File: config.mk
export PLATFORM = sky130hd
export DESIGN_NAME = tri_st_rot_seq_flat
export DESIGN_NICKNAME = d
export VERILOG_FILES = /design/src/rtl/tri_st_rot_seq_if.sv /design/src/rtl/tri_st_rot_seq.sv /design/src/flat_wrapper.sv
export SDC_FILE = /design/constraint.sdc
export NUM_CORES = 1
export LEC_CHECK = 0
export ABC_AREA = 1
export BUFFER_PORTS_ARGS = -buffer_cell sky130_fd_sc_hd__buf_4
export CAP_MARGIN = 20
export CORE_MARGIN = 2
export CORE_UTILIZATION = 42
export CTS_BUF_LIST = sky130_fd_sc_hd__clkbuf_8
export DETAILED_ROUTE_END_ITERATION = 8
export HOLD_SLACK_MARGIN = 0.15
export PLACE_DENSITY_LB_ADDON = 0.25
export SETUP_SLACK_MARGIN = 0.3
export SYNTH_ARGS = -nofsm -noshare
export SYNTH_HDL_FRONTEND = slang
export SYNTH_SLANG_ARGS = --single-unit
File: constraint.sdc
create_clock -name clk -period 1.25 [get_ports clk]
set_input_delay 0.1875 -clock clk [delete_from_list [all_inputs] [get_ports clk]]
set_output_delay 0.1875 -clock clk [all_outputs]
set_load 0.005 [all_outputs]
File: src/rtl/tri_st_rot_seq_if.sv
// Handshake bundle between the per-thread rotate/logical requesters, the
// rotate decoder and writeback on one side, and the issue sequencer on the other.
interface tri_st_rot_seq_if #(
  parameter int THREADS = 2
);
  logic [THREADS-1:0]    rf1_req_vld;
  logic [32*THREADS-1:0] rf1_req_instr;
  logic [THREADS-1:0]    rf1_gnt;
  logic [THREADS-1:0]    flush;
  logic                  ex1_sra;
  logic                  ex3_stall;
  logic                  ex1_vld;
  logic                  ex2_vld;
  logic                  ex3_vld;
  logic [THREADS-1:0]    ex1_tid;
  logic [THREADS-1:0]    ex2_tid;
  logic [THREADS-1:0]    ex3_tid;
  logic [31:0]           ex1_instr;
  logic                  ex2_sra_pass2;
  logic [THREADS-1:0]    ex3_done;
  logic [THREADS-1:0]    busy;

  // Environment side: requesters, decoder return, flush and writeback.
  modport master (
    output rf1_req_vld, rf1_req_instr, flush, ex1_sra, ex3_stall,
    input  rf1_gnt, ex1_vld, ex2_vld, ex3_vld, ex1_tid, ex2_tid, ex3_tid,
    input  ex1_instr, ex2_sra_pass2, ex3_done, busy
  );

  // Sequencer side.
  modport slave (
    input  rf1_req_vld, rf1_req_instr, flush, ex1_sra, ex3_stall,
    output rf1_gnt, ex1_vld, ex2_vld, ex3_vld, ex1_tid, ex2_tid, ex3_tid,
    output ex1_instr, ex2_sra_pass2, ex3_done, busy
  );
endinterface

File: src/rtl/tri_st_rot_seq.sv
// Issue sequencer for the shared rotate/logical datapath: round-robin grant of
// per-thread requests onto an ex1/ex2/ex3 pipe, an extra ex2 cycle for
// sra-class ops, per-thread flush and writeback backpressure.
module tri_st_rot_seq #(
  parameter int THREADS = 2
) (
  input logic             clk,
  input logic             rst,
  tri_st_rot_seq_if.slave bus
);
  localparam int PW = (THREADS > 1) ? $clog2(THREADS) : 1;
  localparam logic [PW-1:0] PTR_RESET = PW'(THREADS - 1);

  typedef enum logic [1:0] {
    SRA_IDLE,
    SRA_P1,
    SRA_P2
  } sra_state_t;

  logic               ex1_vld_q, ex2_vld_q, ex3_vld_q;
  logic [THREADS-1:0] ex1_tid_q, ex2_tid_q, ex3_tid_q;
  logic [31:0]        ex1_instr_q;
  logic               ex2_sra_q;
  sra_state_t         ex2_state_q;
  logic [PW-1:0]      rr_ptr_q;

  logic               ex1_vld_d, ex2_vld_d, ex3_vld_d;
  logic [THREADS-1:0] ex1_tid_d, ex2_tid_d, ex3_tid_d;
  logic [31:0]        ex1_instr_d;
  logic               ex2_sra_d;
  sra_state_t         ex2_state_d;
  logic [PW-1:0]      rr_ptr_d;

  logic kill1, kill2, kill3;
  logic adv3, ex2_move, ex2_free, ex1_move, ex1_free;

  logic [THREADS-1:0] eligible;
  logic [THREADS-1:0] gnt;
  logic [PW-1:0]      gnt_idx;
  logic [PW-1:0]      cand;
  logic               gnt_any;
  logic [31:0]        gnt_instr;

  // Flush kills and the back-to-front advance chain; a killed stage is treated
  // as empty so the stage behind it can refill on the same edge.
  always_comb begin
    kill1    = ex1_vld_q & (|(ex1_tid_q & bus.flush));
    kill2    = ex2_vld_q & (|(ex2_tid_q & bus.flush));
    kill3    = ex3_vld_q & (|(ex3_tid_q & bus.flush));
    adv3     = ~ex3_vld_q | ~bus.ex3_stall | kill3;
    ex2_move = ex2_vld_q & ~kill2 & (~ex2_sra_q | (ex2_state_q == SRA_P2)) & adv3;
    ex2_free = ~ex2_vld_q | kill2 | ex2_move;
    ex1_move = ex1_vld_q & ~kill1 & ex2_free;
    ex1_free = ~ex1_vld_q | kill1 | ex1_move;
  end

  // Round-robin arbiter: first eligible thread after the pointer, only when ex1 can accept.
  always_comb begin
    eligible  = bus.rf1_req_vld & ~bus.flush;
    gnt       = '0;
    gnt_idx   = '0;
    cand      = '0;
    gnt_any   = 1'b0;
    gnt_instr = '0;
    if (ex1_free) begin
      for (int i = 1; i <= THREADS; i++) begin
        cand = PW'((int'(rr_ptr_q) + i) % THREADS);
        if (!gnt_any && eligible[cand]) begin
          gnt_any      = 1'b1;
          gnt_idx      = cand;
          gnt[cand]    = 1'b1;
        end
      end
    end
    for (int t = 0; t < THREADS; t++) begin
      if (gnt[t]) gnt_instr = bus.rf1_req_instr[32*t +: 32];
    end
  end

  // Next-state for every stage and the ex2 sra hold FSM; defaults hold state.
  always_comb begin
    ex1_vld_d   = ex1_vld_q;
    ex1_tid_d   = ex1_tid_q;
    ex1_instr_d = ex1_instr_q;
    ex2_vld_d   = ex2_vld_q;
    ex2_tid_d   = ex2_tid_q;
    ex2_sra_d   = ex2_sra_q;
    ex2_state_d = ex2_state_q;
    ex3_vld_d   = ex3_vld_q;
    ex3_tid_d   = ex3_tid_q;
    rr_ptr_d    = rr_ptr_q;

    if (ex2_move) begin
      ex3_vld_d = 1'b1;
      ex3_tid_d = ex2_tid_q;
    end else if (adv3) begin
      ex3_vld_d = 1'b0;
      ex3_tid_d = '0;
    end

    if (ex1_move) begin
      ex2_vld_d   = 1'b1;
      ex2_tid_d   = ex1_tid_q;
      ex2_sra_d   = bus.ex1_sra;
      ex2_state_d = SRA_P1;
    end else if (kill2 || ex2_move) begin
      ex2_vld_d   = 1'b0;
      ex2_tid_d   = '0;
      ex2_sra_d   = 1'b0;
      ex2_state_d = SRA_IDLE;
    end else if (ex2_state_q == SRA_P1 && ex2_sra_q) begin
      ex2_state_d = SRA_P2;
    end

    if (gnt_any) begin
      ex1_vld_d   = 1'b1;
      ex1_tid_d   = gnt;
      ex1_instr_d = gnt_instr;
      rr_ptr_d    = gnt_idx;
    end else if (ex1_move || kill1) begin
      ex1_vld_d   = 1'b0;
      ex1_tid_d   = '0;
      ex1_instr_d = '0;
    end
  end

  // Stage and pointer registers; reset empties the pipe and aims the pointer so thread 0 wins first.
  always_ff @(posedge clk or posedge rst) begin
    if (rst) begin
      ex1_vld_q   <= 1'b0;
      ex1_tid_q   <= '0;
      ex1_instr_q <= '0;
      ex2_vld_q   <= 1'b0;
      ex2_tid_q   <= '0;
      ex2_sra_q   <= 1'b0;
      ex2_state_q <= SRA_IDLE;
      ex3_vld_q   <= 1'b0;
      ex3_tid_q   <= '0;
      rr_ptr_q    <= PTR_RESET;
    end else begin
      ex1_vld_q   <= ex1_vld_d;
      ex1_tid_q   <= ex1_tid_d;
      ex1_instr_q <= ex1_instr_d;
      ex2_vld_q   <= ex2_vld_d;
      ex2_tid_q   <= ex2_tid_d;
      ex2_sra_q   <= ex2_sra_d;
      ex2_state_q <= ex2_state_d;
      ex3_vld_q   <= ex3_vld_d;
      ex3_tid_q   <= ex3_tid_d;
      rr_ptr_q    <= rr_ptr_d;
    end
  end

  assign bus.rf1_gnt       = rst ? '0 : gnt;
  assign bus.ex1_vld       = ex1_vld_q;
  assign bus.ex2_vld       = ex2_vld_q;
  assign bus.ex3_vld       = ex3_vld_q;
  assign bus.ex1_tid       = ex1_tid_q;
  assign bus.ex2_tid       = ex2_tid_q;
  assign bus.ex3_tid       = ex3_tid_q;
  assign bus.ex1_instr     = ex1_instr_q;
  assign bus.ex2_sra_pass2 = (ex2_state_q == SRA_P2);
  assign bus.ex3_done      = (ex3_vld_q & ~bus.ex3_stall & ~kill3) ? ex3_tid_q : '0;
  assign bus.busy          = (ex1_tid_q & {THREADS{ex1_vld_q}})
                           | (ex2_tid_q & {THREADS{ex2_vld_q}})
                           | (ex3_tid_q & {THREADS{ex3_vld_q}});
endmodule
File: src/flat_wrapper.sv
// flat-port wrapper written by rule: the top's interface ports become plain ports
module tri_st_rot_seq_flat 
#(
  parameter int THREADS = 2
)
  (clk, rst, bus_rf1_req_vld, bus_rf1_req_instr, bus_flush, bus_ex1_sra, bus_ex3_stall, bus_rf1_gnt, bus_ex1_vld, bus_ex2_vld, bus_ex3_vld, bus_ex1_tid, bus_ex2_tid, bus_ex3_tid, bus_ex1_instr, bus_ex2_sra_pass2, bus_ex3_done, bus_busy);
  tri_st_rot_seq_if #(.THREADS(THREADS)) bus_i ();
  input logic clk;
  input logic rst;
  input wire logic [$bits(bus_i.rf1_req_vld)-1:0] bus_rf1_req_vld;
  input wire logic [$bits(bus_i.rf1_req_instr)-1:0] bus_rf1_req_instr;
  input wire logic [$bits(bus_i.flush)-1:0] bus_flush;
  input wire logic [$bits(bus_i.ex1_sra)-1:0] bus_ex1_sra;
  input wire logic [$bits(bus_i.ex3_stall)-1:0] bus_ex3_stall;
  output wire logic [$bits(bus_i.rf1_gnt)-1:0] bus_rf1_gnt;
  output wire logic [$bits(bus_i.ex1_vld)-1:0] bus_ex1_vld;
  output wire logic [$bits(bus_i.ex2_vld)-1:0] bus_ex2_vld;
  output wire logic [$bits(bus_i.ex3_vld)-1:0] bus_ex3_vld;
  output wire logic [$bits(bus_i.ex1_tid)-1:0] bus_ex1_tid;
  output wire logic [$bits(bus_i.ex2_tid)-1:0] bus_ex2_tid;
  output wire logic [$bits(bus_i.ex3_tid)-1:0] bus_ex3_tid;
  output wire logic [$bits(bus_i.ex1_instr)-1:0] bus_ex1_instr;
  output wire logic [$bits(bus_i.ex2_sra_pass2)-1:0] bus_ex2_sra_pass2;
  output wire logic [$bits(bus_i.ex3_done)-1:0] bus_ex3_done;
  output wire logic [$bits(bus_i.busy)-1:0] bus_busy;
  assign bus_i.rf1_req_vld = bus_rf1_req_vld;
  assign bus_i.rf1_req_instr = bus_rf1_req_instr;
  assign bus_i.flush = bus_flush;
  assign bus_i.ex1_sra = bus_ex1_sra;
  assign bus_i.ex3_stall = bus_ex3_stall;
  assign bus_rf1_gnt = bus_i.rf1_gnt;
  assign bus_ex1_vld = bus_i.ex1_vld;
  assign bus_ex2_vld = bus_i.ex2_vld;
  assign bus_ex3_vld = bus_i.ex3_vld;
  assign bus_ex1_tid = bus_i.ex1_tid;
  assign bus_ex2_tid = bus_i.ex2_tid;
  assign bus_ex3_tid = bus_i.ex3_tid;
  assign bus_ex1_instr = bus_i.ex1_instr;
  assign bus_ex2_sra_pass2 = bus_i.ex2_sra_pass2;
  assign bus_ex3_done = bus_i.ex3_done;
  assign bus_busy = bus_i.busy;
  tri_st_rot_seq #(.THREADS(THREADS)) u_core (.clk(clk), .rst(rst), .bus(bus_i));
endmodule
# After elaboration in Yosys (flattened, before gate mapping)
# Index checks and enable logic that the tools add are counted.
[totals] regBits=45 in_bits=72 out_inout_bits=48 elab_cells=109
[op_classes] add_sub_neg=2 order_cmp=4 eq_ne=2 mux=41 bitwise_logic=36 reduce_logical=14
[op_table] op="two-way mux 32 bit" count=4
[op_table] op="two-way mux 2 bit" count=15
[op_table] op="two-way mux 1 bit" count=20
[op_table] op="AND 2 bit" count=7
[op_table] op="AND 1 bit" count=10
[op_table] op="NOT 1 bit" count=8
[op_table] op="bitwise OR 1 bit" count=7
[op_table] op="bitwise OR 2 bit" count=3
[op_table] op="nonzero test 2 bit" count=3
[op_table] op="OR reduction 2 bit" count=3
[op_table] op="logical AND 1 bit" count=4
[op_table] op="less-than comparator 1 x 2 -> 1 bit, second input constant" count=2
[op_table] op="nonzero test 3 bit" count=1
[op_table] op="adder 1 bit, second input constant" count=2
[op_table] op="demux 1 bit (select 1 bit)" count=2
[op_table] op="equality test 2 x 1 -> 1 bit, second input constant" count=1
[op_table] op="equality test 2 bit, second input constant" count=1
[op_table] op=">= comparator 1 bit, second input constant" count=2
[op_table] op="logical OR 1 bit" count=2
[op_table] op="NOT 2 bit" count=1
[op_table] op="logical NOT 1 bit" count=1

# Logic depth before layout (Yosys ltp)
[logic_depth] ltp_word=18 mapped_depth=10 ltp_nobuf=9

# Least setup slack after synthesis
# Ideal clock, no wire load.
[synth_path] path_kind="reg2out" startpoint="reg u_core.ex2_tid_q[1] (netlist: u_core.bus.ex2_tid[1])" endpoint="out bus_rf1_gnt[0]" t_arrival_ns=1.287 slack_ns=-0.224 stages_incl_launch_ff=9 n_path_buf=1 cell_sequence="dfrtp_1 nand2_1 nand3_1 nor2_1 nand2_4 nand3_4 buf_2 nand2_1 nor2_1"
[synth_between] elab_chain_len=12 word_cells_on_any_way=13
[synth_rtl] element="from (decl)" line_no="tri_st_rot_seq.sv:21" source="logic [THREADS-1:0] ex1_tid_q, ex2_tid_q, ex3_tid_q;"
[synth_rtl] element="from (signal assigned)" line_no="tri_st_rot_seq.sv:145" source="ex2_tid_q <= ex2_tid_d;"
[synth_rtl] element="AND 2 bit (*)" line_no="tri_st_rot_seq.sv:48" source="kill2 = ex2_vld_q & (|(ex2_tid_q & bus.flush));"
[synth_rtl] element="OR reduction 2 bit (*)" line_no="tri_st_rot_seq.sv:48"
[synth_rtl] element="AND 1 bit (*)" line_no="tri_st_rot_seq.sv:48"
[synth_rtl] element="NOT 1 bit" line_no="tri_st_rot_seq.sv:51" source="ex2_move = ex2_vld_q & ~kill2 & (~ex2_sra_q | (ex2_state_q == SRA_P2)) & adv3;"
[synth_rtl] element="AND 1 bit (3 in series)" line_no="tri_st_rot_seq.sv:51"
[synth_rtl] element="bitwise OR 1 bit (*)" line_no="tri_st_rot_seq.sv:52" source="ex2_free = ~ex2_vld_q | kill2 | ex2_move;"
[synth_rtl] element="AND 1 bit (*)" line_no="tri_st_rot_seq.sv:53" source="ex1_move = ex1_vld_q & ~kill1 & ex2_free;"
[synth_rtl] element="bitwise OR 1 bit (*)" line_no="tri_st_rot_seq.sv:54" source="ex1_free = ~ex1_vld_q | kill1 | ex1_move;"
[synth_rtl] element="two-way mux 2 bit (*)" line_no="tri_st_rot_seq.sv:65" source="if (ex1_free) begin"
[synth_rtl] element="two-way mux 2 bit (*)" line_no="tri_st_rot_seq.sv:154" source="assign bus.rf1_gnt = rst ? '0 : gnt;"
[synth_rtl] element="to (decl)" line_no="flat_wrapper.sv:15" source="output wire logic [$bits(bus_i.rf1_gnt)-1:0] bus_rf1_gnt;"
# Every way passes the cells marked *; elsewhere a longest branch is shown, timed or not.

# Worst setup path in the final report
# Same ends and word-level chain as after synthesis.

==> impl_results.md <==
* Initial Util at between 40% and 50%
* Antenna cells at 0
* Setup crit start kind: flop
* Worst skew pair latency at ~0.29 ns
* Vias in the first global route at about 3,000
* Buffers & Inverters on Critical Path at 2
* TritonRoute pass-1 iters at 5
* Status: finished, violations left
* Grt met2 use at 54.4%
* Period utilisation layout at 137%
* Distinct cells, synth at 23
* RSZ-0062 raised after global routing: true
* Design area at roughly 4600 µm²
* Slew of the pin with the lowest slew margin at slightly above 0.4 ns
* Layout Skew at approximately 0.0060 ns
* Full die area at 5840 µm²
* GRT busiest layer: met2
* # fillers at around 220
* Vias per inst at approximately 5.6
* CTS tree: done
* Root Driver: clkbuf_8
* Post-route setup TNS at -18.08 ns
* # clock sinks at 45
* CP Capture Type: primary output
* Critical Path AT at 1.52 ns
* CTS Buffer Depth at 2
* Max Fclk at between 0.5 and 0.6 GHz
* Slew Limit Fails at 0
* Delay-heaviest family, CP: simple AND/OR/NAND/NOR gates
* Sequential-to-total area share from yosys stat at 51.2%
* Synth Area per Inst at approximately 8.2 µm²
* Global-route usage over all layers at between 20 and 30%
* Leak pwr at 0.00231 µW
* Die Y at 76.4 µm
* Final HPWL DP at 4830 µm
* Syn Inst Count at 268
* Total global routing overflow at 0
* Shortest period the worst path allows at between 1.5 and 2 ns
* Clk slew on worst S/H paths at about 0.09 ns
* Fin cells at around 560
* Layout Utilization at 90.6%
* Final setup margin at -0.459 ns
* # IOs at 120
* Setup violations, final at 56
* GRT met1 Usage at 34.8%
* H-tree depth at 2
* Worst Hold Slack at -0.100 ns
* Initial antenna violation count at 0
* Failing checks: hold timing, setup timing
* Detailed-route DRC error count at 0
* Antenna-violating nets left at 0
* GPL Wtd Cong at approximately 0.81
* Placed cell areas at around 3400 µm²
* Pin count of the biggest net entering global routing at 37
* Worst reg2reg setup slack at -0.44 ns
* P per Cell Area at 1950 nW/µm²
* Fin nets at between 500 and 600
* Footprint of the multi-input gates at 1080 µm²
* Critical-path cell list: nand2_2 > nand3_4 > inv_1 > nand3_4 > nand2_2 > nor2_2 > buf_4
* Peak supply drop at about 1.2 mV
* Synth Register Bits at 45
* Final hold violation count at 14
* CTS Buf Count at 5
* DR iter-0 viols at 268
* Max Cap Viol at 0
* Slew margin rel. at between 70 and 80%
* Proportion of layout cells with a drive suffix above 1 at a little under half
* Wire per inst at around 19 µm
* Critical-path top delay cell: dfrtp_1
* Net Count, Synth at 340
* DR vias at ~3,100
* Port bufs at roughly 120
* CP required at between 1 and 1.5 ns
* Routed wire length at between 10,000 and 15,000 µm
* Synth Cell Area at approximately 2200 µm²
* Seq. cell area at roughly 1100 µm²
* First-pass GRT wire length at approximately 14,000 µm
* Critical path type: flop to primary output
* Largest stage delay on the critical path at roughly 0.41 ns
* Core Region at approximately 5000 µm²
* Hold Crit Class: input port to async pin
* CP max FO at 3
* Placed Cells incl. Taps at between 400 and 500
* Met3 Use GR at roughly 5.8%
* Ys Warns at 0
* Die width at around 76 µm
* Placement Rows at 26
* Layout area overhead at 109%
## per-layer routing
layer	up-vias	part of all wire, %
met3	57	7.7
met1	1529	35
li1	1344	-
met4	0	4.7
met5	-	0
met2	207	52
## synthesized netlist by cell type
master	number	area, µm²
nand3_1	105	526
nand2_1	59	221
dfrtp_1	44	1100
inv_1	15	56.3
buf_2	10	50.1
nor2_1	9	33.8
o21ai_0	6	30.0
a21oi_1	2	10.0
buf_4	2	15.0
buf_6	2	22.5
o22ai_1	2	12.5
a21oi_2	1	8.76
buf_1	1	3.75
clkbuf_1	1	3.75
dfstp_2	1	26.3
nand2_2	1	6.26
nand2_4	1	11.3
nand3_4	1	17.5
nand3b_1	1	7.51
nand3b_4	1	20.0
nand4_1	1	6.26
nor2_2	1	6.26
or2_2	1	6.26
## layout make-up
cell class / instances / share of cell area [%]
sequential: 45 / 24.5
clock inverter: 2 / 0.735
multi-input combinational: 192 / 23.5
tap: 70 / 1.90
inverter: 15 / 1.31
timing repair buffer: 229 / 46.3
clock buffer: 6 / 1.80
## state kept, by name, summed over array words and instances, names as in the netlist
signal / flops
u_core.rr_ptr_q: 1
u_core.bus.ex2_tid: 2
u_core.bus.ex3_tid: 2
u_core.bus.ex2_vld: 1
u_core.bus.ex1_instr: 32
u_core.bus.ex1_vld: 1
u_core.ex2_sra_q: 1
u_core.bus.ex3_vld: 1
u_core.ex2_state_q: 2
u_core.bus.ex1_tid: 2
## through the flow
| step | power, µW | hold slack (ns) | setup slack [ns] |
|---|---|---|---|
| detailed placement | 5720 | 0.227 | -0.205 |
| floorplan | 3900 | 0.198 | -0.119 |
| global route | 9320 | -0.0836 | -0.512 |
| finish | 8950 | -0.100 | -0.459 |
| global placement | 5650 | 0.230 | -0.161 |
| CTS | 7900 | -0.0945 | -0.339 |
## where the power goes
group          switching, µW  total, µW  leakage, µW  internal (µW)
clock network            503       1150    0.0000626            644
logic                   2420       5330      0.00167           2910
registers                474       2470     0.000575           2000
## placed cells by master, fill, tap and decap left out, types with 2 or more instances in the layout
cell type and count:
buf_4 116, dlygate4sd3_1 48, nand2_2 10, nand2_4 5, nand2_1 46, nor2_1 4, inv_1 14, nand3_1 99
clkbuf_8 6, nor2_4 2, buf_12 5, nand3_2 4, dfrtp_1 43, o21ai_0 4, nor2_2 4, nand3_4 3
buf_6 60
## path summary, 6_finish.rpt
| check | from | end | cells after the start |
|---|---|---|---|
| max | u_core.bus.ex2_tid[1]$_DFFE_PP0N_ | bus_rf1_gnt[0] | 7 |
| min | rst | u_core.bus.ex1_instr[27]$_DFFE_PP0P_ | 2 |
| max reg2reg | u_core.bus.ex2_tid[1]$_DFFE_PP0N_ | u_core.bus.ex1_instr[31]$_DFFE_PP0P_ | 8 |
| min reg2reg | u_core.bus.ex1_instr[23]$_DFFE_PP0P_ | u_core.bus.ex1_instr[23]$_DFFE_PP0P_ | 2 |
| max in group asynchronous | rst | u_core.bus.ex1_instr[15]$_DFFE_PP0P_ | 3 |
| min in group clk | bus_rf1_req_instr[14] | u_core.bus.ex1_instr[14]$_DFFE_PP0P_ | 3 |
## cell families (layout without fill, tap and decap cells)
kind of cell           count (synthesis)  in the layout  share of synthesized area, %
buffers and inverters                 31            252                          6.87
AND/OR/NAND/NOR                      181            181                          39.1
AO/OA/AOI/OAI                         11             11                          2.78
flip-flops                            45             45                          51.2
## what timing repair did
| action | in CTS | in global routing |
|---|---|---|
| setup buffers | 15 | 14 |
| resized for setup | 62 | 29 |
| hold buffers | 47 | 1 |
| endpoints found under the hold margin | 40 | 15 |
| pin swaps | 6 | 4 |
| endpoints found under the setup margin | 93 | 93 |
No activity file was read; power rests on OpenSTA's default activity.
